$ cat src/rtl/master_control_fsm_if.sv
// Handshake bundle between the game sequencer and its surroundings:
// button and score inputs, plus the mode/score/countdown outputs for the VGA stage.
interface master_control_fsm_if;
  logic       BTN_START;
  logic       SCORE_EVENT;
  logic [1:0] MASTER_CONTROL;
  logic [3:0] SCORE;
  logic [5:0] SECONDS_LEFT;

  modport slave (
    input  BTN_START,
    input  SCORE_EVENT,
    output MASTER_CONTROL,
    output SCORE,
    output SECONDS_LEFT
  );

  modport master (
    output BTN_START,
    output SCORE_EVENT,
    input  MASTER_CONTROL,
    input  SCORE,
    input  SECONDS_LEFT
  );
endinterface

$ cat src/rtl/master_control_fsm.sv
// Game/mode sequencer: debounces the start button, runs the countdown and score,
// and drives the registered 2-bit mode word consumed by the VGA colour stage.
module master_control_fsm #(
  parameter int unsigned DEBOUNCE_CYCLES = 1000000,
  parameter int unsigned TICKS_PER_SEC   = 100000000,
  parameter int unsigned GAME_SECONDS    = 30,
  parameter int unsigned TARGET_SCORE    = 3
) (
  input logic                 CLK,
  input logic                 RESETn,
  master_control_fsm_if.slave bus
);

  localparam int unsigned DB_W   = (DEBOUNCE_CYCLES > 1) ? $clog2(DEBOUNCE_CYCLES) : 1;
  localparam int unsigned TICK_W = (TICKS_PER_SEC > 1) ? $clog2(TICKS_PER_SEC) : 1;
  localparam logic [DB_W-1:0]   DB_LAST   = DB_W'(DEBOUNCE_CYCLES - 1);
  localparam logic [TICK_W-1:0] TICK_LAST = TICK_W'(TICKS_PER_SEC - 1);
  // A zero-second game would underflow the countdown, so it is promoted to one second.
  localparam logic [5:0] SECS_INIT = (GAME_SECONDS == 0) ? 6'd1 : 6'(GAME_SECONDS);
  localparam logic [3:0] SCORE_WIN = 4'(TARGET_SCORE);

  typedef enum logic [1:0] {
    ST_IDLE = 2'b00,
    ST_PLAY = 2'b01,
    ST_WIN  = 2'b10,
    ST_LOSE = 2'b11
  } state_t;

  logic              sync1_q, sync1_d;
  logic              sync2_q, sync2_d;
  logic [DB_W-1:0]   db_cnt_q, db_cnt_d;
  logic              db_level_q, db_level_d;
  logic              db_prev_q, db_prev_d;
  logic [TICK_W-1:0] tick_q, tick_d;
  state_t            state_q, state_d;
  logic [3:0]        score_q, score_d;
  logic [5:0]        secs_q, secs_d;

  logic       start_pulse;
  logic       tick_wrap;
  logic [3:0] score_inc;

  always_ff @(posedge CLK or negedge RESETn) begin
    if (!RESETn) begin
      sync1_q    <= 1'b0;
      sync2_q    <= 1'b0;
      db_cnt_q   <= '0;
      db_level_q <= 1'b0;
      db_prev_q  <= 1'b0;
      tick_q     <= '0;
      state_q    <= ST_IDLE;
      score_q    <= 4'd0;
      secs_q     <= SECS_INIT;
    end else begin
      sync1_q    <= sync1_d;
      sync2_q    <= sync2_d;
      db_cnt_q   <= db_cnt_d;
      db_level_q <= db_level_d;
      db_prev_q  <= db_prev_d;
      tick_q     <= tick_d;
      state_q    <= state_d;
      score_q    <= score_d;
      secs_q     <= secs_d;
    end
  end

  // The counter only runs while the synchronised button disagrees with the
  // debounced level, so any disagreement shorter than DEBOUNCE_CYCLES is lost.
  always_comb begin
    sync1_d    = bus.BTN_START;
    sync2_d    = sync1_q;
    db_cnt_d   = '0;
    db_level_d = db_level_q;
    db_prev_d  = db_level_q;
    if (sync2_q != db_level_q) begin
      if (db_cnt_q == DB_LAST) begin
        db_level_d = sync2_q;
      end else begin
        db_cnt_d = db_cnt_q + DB_W'(1);
      end
    end
  end

  assign start_pulse = db_level_q & ~db_prev_q;
  assign tick_wrap   = (tick_q == TICK_LAST);
  assign score_inc   = (score_q == 4'hF) ? 4'hF : score_q + 4'd1;

  always_comb begin
    state_d = state_q;
    score_d = score_q;
    secs_d  = secs_q;
    tick_d  = '0;
    case (state_q)
      ST_IDLE: begin
        if (start_pulse) begin
          state_d = ST_PLAY;
          score_d = 4'd0;
          secs_d  = SECS_INIT;
        end
      end
      ST_PLAY: begin
        tick_d = tick_wrap ? '0 : tick_q + TICK_W'(1);
        if (tick_wrap && (secs_q != 6'd0)) begin
          secs_d = secs_q - 6'd1;
        end
        if (bus.SCORE_EVENT) begin
          score_d = score_inc;
        end
        // A point landing on the final tick still counts, and winning beats losing.
        if (bus.SCORE_EVENT && (score_inc == SCORE_WIN)) begin
          state_d = ST_WIN;
        end else if (tick_wrap && (secs_q == 6'd1)) begin
          state_d = ST_LOSE;
        end
      end
      ST_WIN, ST_LOSE: begin
        if (start_pulse) begin
          state_d = ST_IDLE;
        end
      end
      default: state_d = ST_IDLE;
    endcase
  end

  assign bus.MASTER_CONTROL = state_q;
  assign bus.SCORE          = score_q;
  assign bus.SECONDS_LEFT   = secs_q;

endmodule
$ cat src/flat_wrapper.sv
// flat-port wrapper written by rule: the top's interface ports become plain ports
module master_control_fsm_flat 
#(
  parameter int unsigned DEBOUNCE_CYCLES = 1000000,
  parameter int unsigned TICKS_PER_SEC   = 100000000,
  parameter int unsigned GAME_SECONDS    = 30,
  parameter int unsigned TARGET_SCORE    = 3
)
  (CLK, RESETn, bus_BTN_START, bus_SCORE_EVENT, bus_MASTER_CONTROL, bus_SCORE, bus_SECONDS_LEFT);
  master_control_fsm_if bus_i ();
  input logic CLK;
  input logic RESETn;
  input wire logic [$bits(bus_i.BTN_START)-1:0] bus_BTN_START;
  input wire logic [$bits(bus_i.SCORE_EVENT)-1:0] bus_SCORE_EVENT;
  output wire logic [$bits(bus_i.MASTER_CONTROL)-1:0] bus_MASTER_CONTROL;
  output wire logic [$bits(bus_i.SCORE)-1:0] bus_SCORE;
  output wire logic [$bits(bus_i.SECONDS_LEFT)-1:0] bus_SECONDS_LEFT;
  assign bus_i.BTN_START = bus_BTN_START;
  assign bus_i.SCORE_EVENT = bus_SCORE_EVENT;
  assign bus_MASTER_CONTROL = bus_i.MASTER_CONTROL;
  assign bus_SCORE = bus_i.SCORE;
  assign bus_SECONDS_LEFT = bus_i.SECONDS_LEFT;
  master_control_fsm #(.DEBOUNCE_CYCLES(DEBOUNCE_CYCLES), .TICKS_PER_SEC(TICKS_PER_SEC), .GAME_SECONDS(GAME_SECONDS), .TARGET_SCORE(TARGET_SCORE)) u_core (.CLK(CLK), .RESETn(RESETn), .bus(bus_i));
endmodule
$ cat config.mk
export PLATFORM = sky130hd
export DESIGN_NAME = master_control_fsm_flat
export DESIGN_NICKNAME = d
export VERILOG_FILES = /design/src/rtl/master_control_fsm_if.sv /design/src/rtl/master_control_fsm.sv /design/src/flat_wrapper.sv
export SDC_FILE = /design/constraint.sdc
export NUM_CORES = 1
export LEC_CHECK = 0
export CAP_MARGIN = 10
export CORE_ASPECT_RATIO = 0.8
export CORE_MARGIN = 2
export CORE_UTILIZATION = 55
export DETAILED_ROUTE_END_ITERATION = 16
export PLACE_DENSITY_LB_ADDON = 0.3
export SYNTH_ARGS = -nofsm -noshare
export SYNTH_HDL_FRONTEND = slang
export SYNTH_SLANG_ARGS = --single-unit
$ cat constraint.sdc
create_clock -name CLK -period 4.34 [get_ports CLK]
set_input_delay 0.868 -clock CLK [delete_from_list [all_inputs] [get_ports CLK]]
set_output_delay 0.868 -clock CLK [all_outputs]
set_load 0.01 [all_outputs]
==> results.yml, run 1 <==
run_status:
  outcome: "finished clean"
final_layout:
  final_common_cell: "nor2_1"
  final_cell_mix: "nor2_1 (62), dfrtp_1 (59), nand2_1 (25)"
  final_nets: 364
  layout.cells.non_filler: 440
  drive_gt1_share_pct: 8.64
  antennaDiodeCount: 0
  fin_area_um2: 3680
  areaGrowthSynthToFinish_pct: 12.9
sta:
  hold_ws_ps: 380
  relSlewSlack_pct: 37.1
  drv_slew: 0
  fin_skew_ps: 8.94
  finalSetupTns_ps: 0
  setup_violations: 0
  fin_crit_ps: 2410
  hold_viol_final: 0
  tightest_slew_ps: 944
  finalCritPeriodShare_pct: 55.5
  max_freq_mhz: 415
  rsz0062_at_grt: "no"
power:
  ir_drop_v: 0.000173
  pwr-share-seq_pct: 49.9
  power_mw: 1.19
  p_int_uw: 950
  leakage_nw: 1.46
  power_switching_uw: 239
  p_clk_share_pct: 48.2
  p_comb_share_pct: 1.8
  swShare_pct: 20.1
  power_per_cell_area_nw_per_um2: 323
detailed_routing:
  routedWlPerCell_um: 14.3
  firstDrtPassIters: 4
  drc: 0
  via_per_inst: 5.62
  drtIter0Drc: 150
  num_vias: 2473
  drt-total-wl_um: 6310
  detail-route-antenna-nets: 0
logic_synthesis:
  synth_cells: 334
  synth_top_area_share_pct: 45.3
  ys_types: 51
  synth_top_family_by_area: "simple AND/OR/NAND/NOR gates"
  synthFlopType: "dfrtp_1"
  synth_compound_area_share_pct: 6.64
  synth_edf_count: 0
  ys_warn_count: 0
  avgSynthCellArea_um2: 9.76
  synth_fp_nets: 344
  netlist_area_um2: 3260
  synthXorXnorAreaFrac_pct: 11.8
  synth_fa_ha_area_share_pct: 2.30
  synthSimpleGateAreaFrac_pct: 26.9
  synth_seq_cells: 63
  ys_seq_area_share_pct: 48.5
  synth_top_area_cell: "dfrtp_1"
  synth.area.mux_share_pct: 0.345
  async_reset_ff_share_pct: 100
  yosys-top-cells-area: "dfrtp_1 (45%), nor2_1 (7.1%), xnor2_1 (6.4%)"
floorplanning:
  fp.dieArea_um2: 6560
  dieHeight_um: 72.9
  ios: 16
  core-area_um2: 5820
  rows: 25
  die_w_um: 90.1
  initial_core_util_pct: 56.0
clocking:
  cts_buffer_depth: 2
  clock_latency_ps: 340
  cts_resized: 0
  postCtsHoldBufs: 0
  root_buffer: "clkbuf_8"
  postCtsSetupBuffers: 0
  numCtsBuffers: 9
  cts-htree-levels: 3
  path_clk_slew_ps: 60
  cts_tree: "done"
  clock-sinks: 63
setup_path:
  cp_max_fo: 25
  worstSetupPathType: "reg -> reg"
  crit_slowest_cell: "o31ai_4"
  endpoint_kind: "flop"
  crit_required_ps: 4600
  slowest_delay_ps: 830
  critPathLaunchType: "flop"
  path_cells: "ha_1, and3_1, nand2_1, o31ai_4, a21oi_1, a311o_1"
  cp.arrival_ps: 2670
global_routing:
  grt_pass1_wl_um: 10800
  grt_usage_pct: 20.9
  grt_max_degree: 34
  antenna_found_initial: 0
  grt-ovfl-total: 0
  grt_pass1_vias: 2326
placement:
  portBuffers: 15
  gp_congestion: 0.854
  dp_hpwl_um: 4290
  dp.cells: 424
  place_area_um2: 3460
min_path:
  hold_path.class: "reg -> reg"
flow_run:
  maxCapViolations: 0
[final cells by class]
class | instances | area [um2]
clock inverter | 3 | 65.1
multi-input combinational | 250 | 1560
inverter | 13 | 48.8
timing repair buffer | 17 | 160
sequential | 63 | 1580
tap | 81 | 101
clock buffer | 13 | 159
fill | 478 | 2140
[cell usage after synthesis, types with 2 or more instances]
library cell / number
nand4_1: 12
a41oi_1: 2
nor4_1: 10
a22o_1: 2
a21oi_1: 11
buf_6: 2
and3b_1: 2
xnor2_1: 24
nor2_1: 62
o21ai_0: 4
ha_1: 6
xor2_1: 20
buf_2: 3
inv_1: 13
and4_1: 3
nand2_1: 25
nand2b_1: 5
or4_1: 2
o22ai_1: 2
clkbuf_1: 2
nor4b_1: 2
nor3_1: 11
dfstp_2: 4
nand3_1: 15
nor2b_1: 2
and3_1: 4
or3_1: 2
dfrtp_1: 59
[power groups by stage]
stage | clock, mW | sequential [mW] | combinational, mW
after floorplan | 0 | 0.604 | 0.0101
after global placement | 0 | 0.604 | 0.0233
after detailed placement | 0 | 0.604 | 0.0231
after CTS | 0.587 | 0.593 | 0.0232
after global routing | 0.617 | 0.593 | 0.0261
final | 0.574 | 0.594 | 0.0220
[critical path: cells and delay by family (launching register included)]
kind,cells,cell delay (ps)
flops,1,390
simple gates,2,390
compound gates,3,1340
fa+ha+maj,1,220
[sequential cells by signal (all words and copies together) (netlist names)]
signal                     flops
u_core.sync2_q                 1
u_core.db_prev_q               1
u_core.bus.SECONDS_LEFT        6
u_core.tick_q                 27
u_core.db_cnt_q               20
u_core.bus.SCORE               4
u_core.sync1_q                 1
u_core.bus.MASTER_CONTROL      2
u_core.db_level_q              1
[worst paths after layout]
path	from	to	slack (ps)	depth (start not counted)
max	u_core.tick_q[0]	u_core.bus.SECONDS_LEFT[3]	1930	6
min	u_core.sync1_q	u_core.sync2_q	380	0
max reg2reg	u_core.tick_q[0]	u_core.bus.SECONDS_LEFT[3]	1930	6
min reg2reg	u_core.sync1_q	u_core.sync2_q	380	0
max in group asynchronous	RESETn	u_core.sync2_q	2900	2
min in group asynchronous	RESETn	u_core.tick_q[21]	560	1
[routing by layer]
layer,up-vias,track usage [%],wire (um)
met5,-,0,0
met1,1216,27.5,3090
met2,61,32.8,2870
met4,0,8.38,29
met3,2,6.71,317
li1,1194,-,-
[logic make-up after synthesis]
family,after synthesis
AO/OA/AOI/OAI,29
XOR/XNOR,44
adder cells (fa/ha/maj),6
buffers and inverters,21
flip-flops,63
multiplexers,1
AND/OR/NAND/NOR,170
[per-stage QoR]
stage	setup WS, ps	utilization (%)
after CTS	1900	63.2
final	1930	63.2
after detailed placement	1930	59.4
after global routing	1730	63.2
after floorplan	2600	-
after global placement	2050	59.4
(Power assumes the default switching activity.)
==> inputs of run 2 (changes only) <==
Clock period 4.34 ns to 2.3 ns, I/O delays scaled along.
==> results.yml, run 2 (synthesis results as in run 1) <==
clocking:
  cts_tree: "done"
  clock_latency_ps: 340
  cts_resized: 0
  root_buffer: "clkbuf_8"
  postCtsSetupBuffers: 0
  clock-sinks: 63
  numCtsBuffers: 9
  cts-htree-levels: 3
  postCtsHoldBufs: 0
  path_clk_slew_ps: 70
  cts_buffer_depth: 2
sta:
  rsz0062_at_grt: "no"
  max_freq_mhz: 496
  finalCritPeriodShare_pct: 87.6
  setup_violations: 0
  relSlewSlack_pct: 61.6
  hold_viol_final: 0
  finalSetupTns_ps: 0
  fin_skew_ps: 15.0
  drv_slew: 0
  tightest_slew_ps: 577
  hold_ws_ps: 110
  fin_crit_ps: 2020
global_routing:
  antenna_found_initial: 0
  grt_usage_pct: 20.2
  grt_max_degree: 29
  grt-ovfl-total: 0
  grt_pass1_wl_um: 10500
  grt_pass1_vias: 2225
final_layout:
  final_common_cell: "nor2_1"
  final_cell_mix: "nor2_1 (62), dfrtp_1 (59), nand2_1 (25)"
  areaGrowthSynthToFinish_pct: 13.5
  utilization_pct: 63.6
  antennaDiodeCount: 0
  final_nets: 366
  top_register: "u_core.tick_q"
  drive_gt1_share_pct: 9.14
  fin_area_um2: 3700
  largest_reg_flops: 27
power:
  swShare_pct: 20.3
  leakage_nw: 1.47
  power_switching_uw: 449
  p_clk_share_pct: 47.3
  power_per_cell_area_nw_per_um2: 599
  ir_drop_v: 0.000334
  p_comb_share_pct: 2.1
  pwr-share-seq_pct: 50.6
  p_int_mw: 1.77
detailed_routing:
  routedWlPerCell_um: 13.7
  via_per_inst: 5.51
  detail-route-antenna-nets: 0
  drtIter0Drc: 258
  num_vias: 2436
  firstDrtPassIters: 4
  drt-total-wl_um: 6060
  drc: 0
placement:
  place_area_um2: 3480
  portBuffers: 15
  gp_congestion: 0.948
  dp_hpwl_um: 4170
setup_path:
  critical_path.top_delay_family: "buffers and inverters"
  path_cells: "clkdlybuf4s50_1"
  r2r_start: "u_core.tick_q[8]"
  crit_slowest_cell: "clkdlybuf4s50_1"
  crit_start: "u_core.bus.MASTER_CONTROL[0]"
  cp.arrival_ps: 1560
  path_buf_inv: 1
  cp_max_fo: 13
  slowest_delay_ps: 620
  crit_required_ps: 1840
  critPathLaunchType: "flop"
  endpoint_kind: "primary output"
  worstSetupPathType: "reg -> out"
flow_run:
  maxCapViolations: 0
min_path:
  hold_path.class: "in -> async"
floorplanning:
  die_w_um: 90.1
  fp.dieArea_um2: 6560
  core-area_um2: 5820
  initial_core_util_pct: 56.0
  rows: 25
  ios: 16
  dieHeight_um: 72.9
run_status:
  outcome: "finished clean"
[run 2: final timing paths]
path | endpoint | slack [ps] | cells after the start
worst max-delay path | bus_MASTER_CONTROL[0] | 280 | 1
worst min-delay path | u_core.tick_q[26] | 110 | 1
worst max register to register | u_core.tick_q[22] | 300 | 5
worst min register to register | u_core.sync2_q | 370 | 0
max in group asynchronous | u_core.bus.SECONDS_LEFT[4] | 1520 | 2
min in group CLK | u_core.sync2_q | 370 | 0
[run 2: layout make-up]
| cell class | instances | area (um2) |
|---|---|---|
| multi-input combinational | 250 | 1560 |
| clock buffer | 12 | 145 |
| sequential | 63 | 1580 |
| tap | 81 | 101 |
| clock inverter | 4 | 70.1 |
| fill | 466 | 2120 |
| timing repair buffer | 19 | 188 |
| inverter | 13 | 48.8 |
[run 2: power by group through the flow]
stage	combinational, mW	clock (mW)	sequential, mW
floorplan	0.0191	0	1.14
global placement	0.0479	0	1.14
detailed placement	0.0481	0	1.14
CTS	0.0486	1.08	1.12
global route	0.0540	1.12	1.12
finish	0.0464	1.05	1.12
[run 2: layer usage]
| metal | wire length (um) | global-route usage (%) | vias to the layer above | part of all wire (%) |
|---|---|---|---|---|
| li1 | - | - | 1204 | - |
| met1 | 3010 | 28.0 | 1165 | 50 |
| met2 | 2670 | 30.4 | 61 | 44 |
| met3 | 324 | 6.10 | 6 | 5.3 |
| met4 | 64 | 7.69 | 0 | 1.1 |
| met5 | 0 | 0 | - | 0 |
[run 2: stage by stage]
step | total power, mW | worst slack (ps) | instances
2_1_floorplan | 1.16 | 558 | 334
3_3_place_gp | 1.19 | 400 | 426
3_5_place_dp | 1.19 | 292 | 426
4_1_cts | 2.25 | 257 | 442
5_1_grt | 2.30 | 136 | 442
6_report | 2.21 | 284 | 442
[run 2: worst reg2reg max path: cells and delay by family (launching register included)]
| kind | cells | cell delay [ps] |
|---|---|---|
| xor+xnor | 1 | 180 |
| simple gates | 4 | 1260 |
| flops | 1 | 440 |
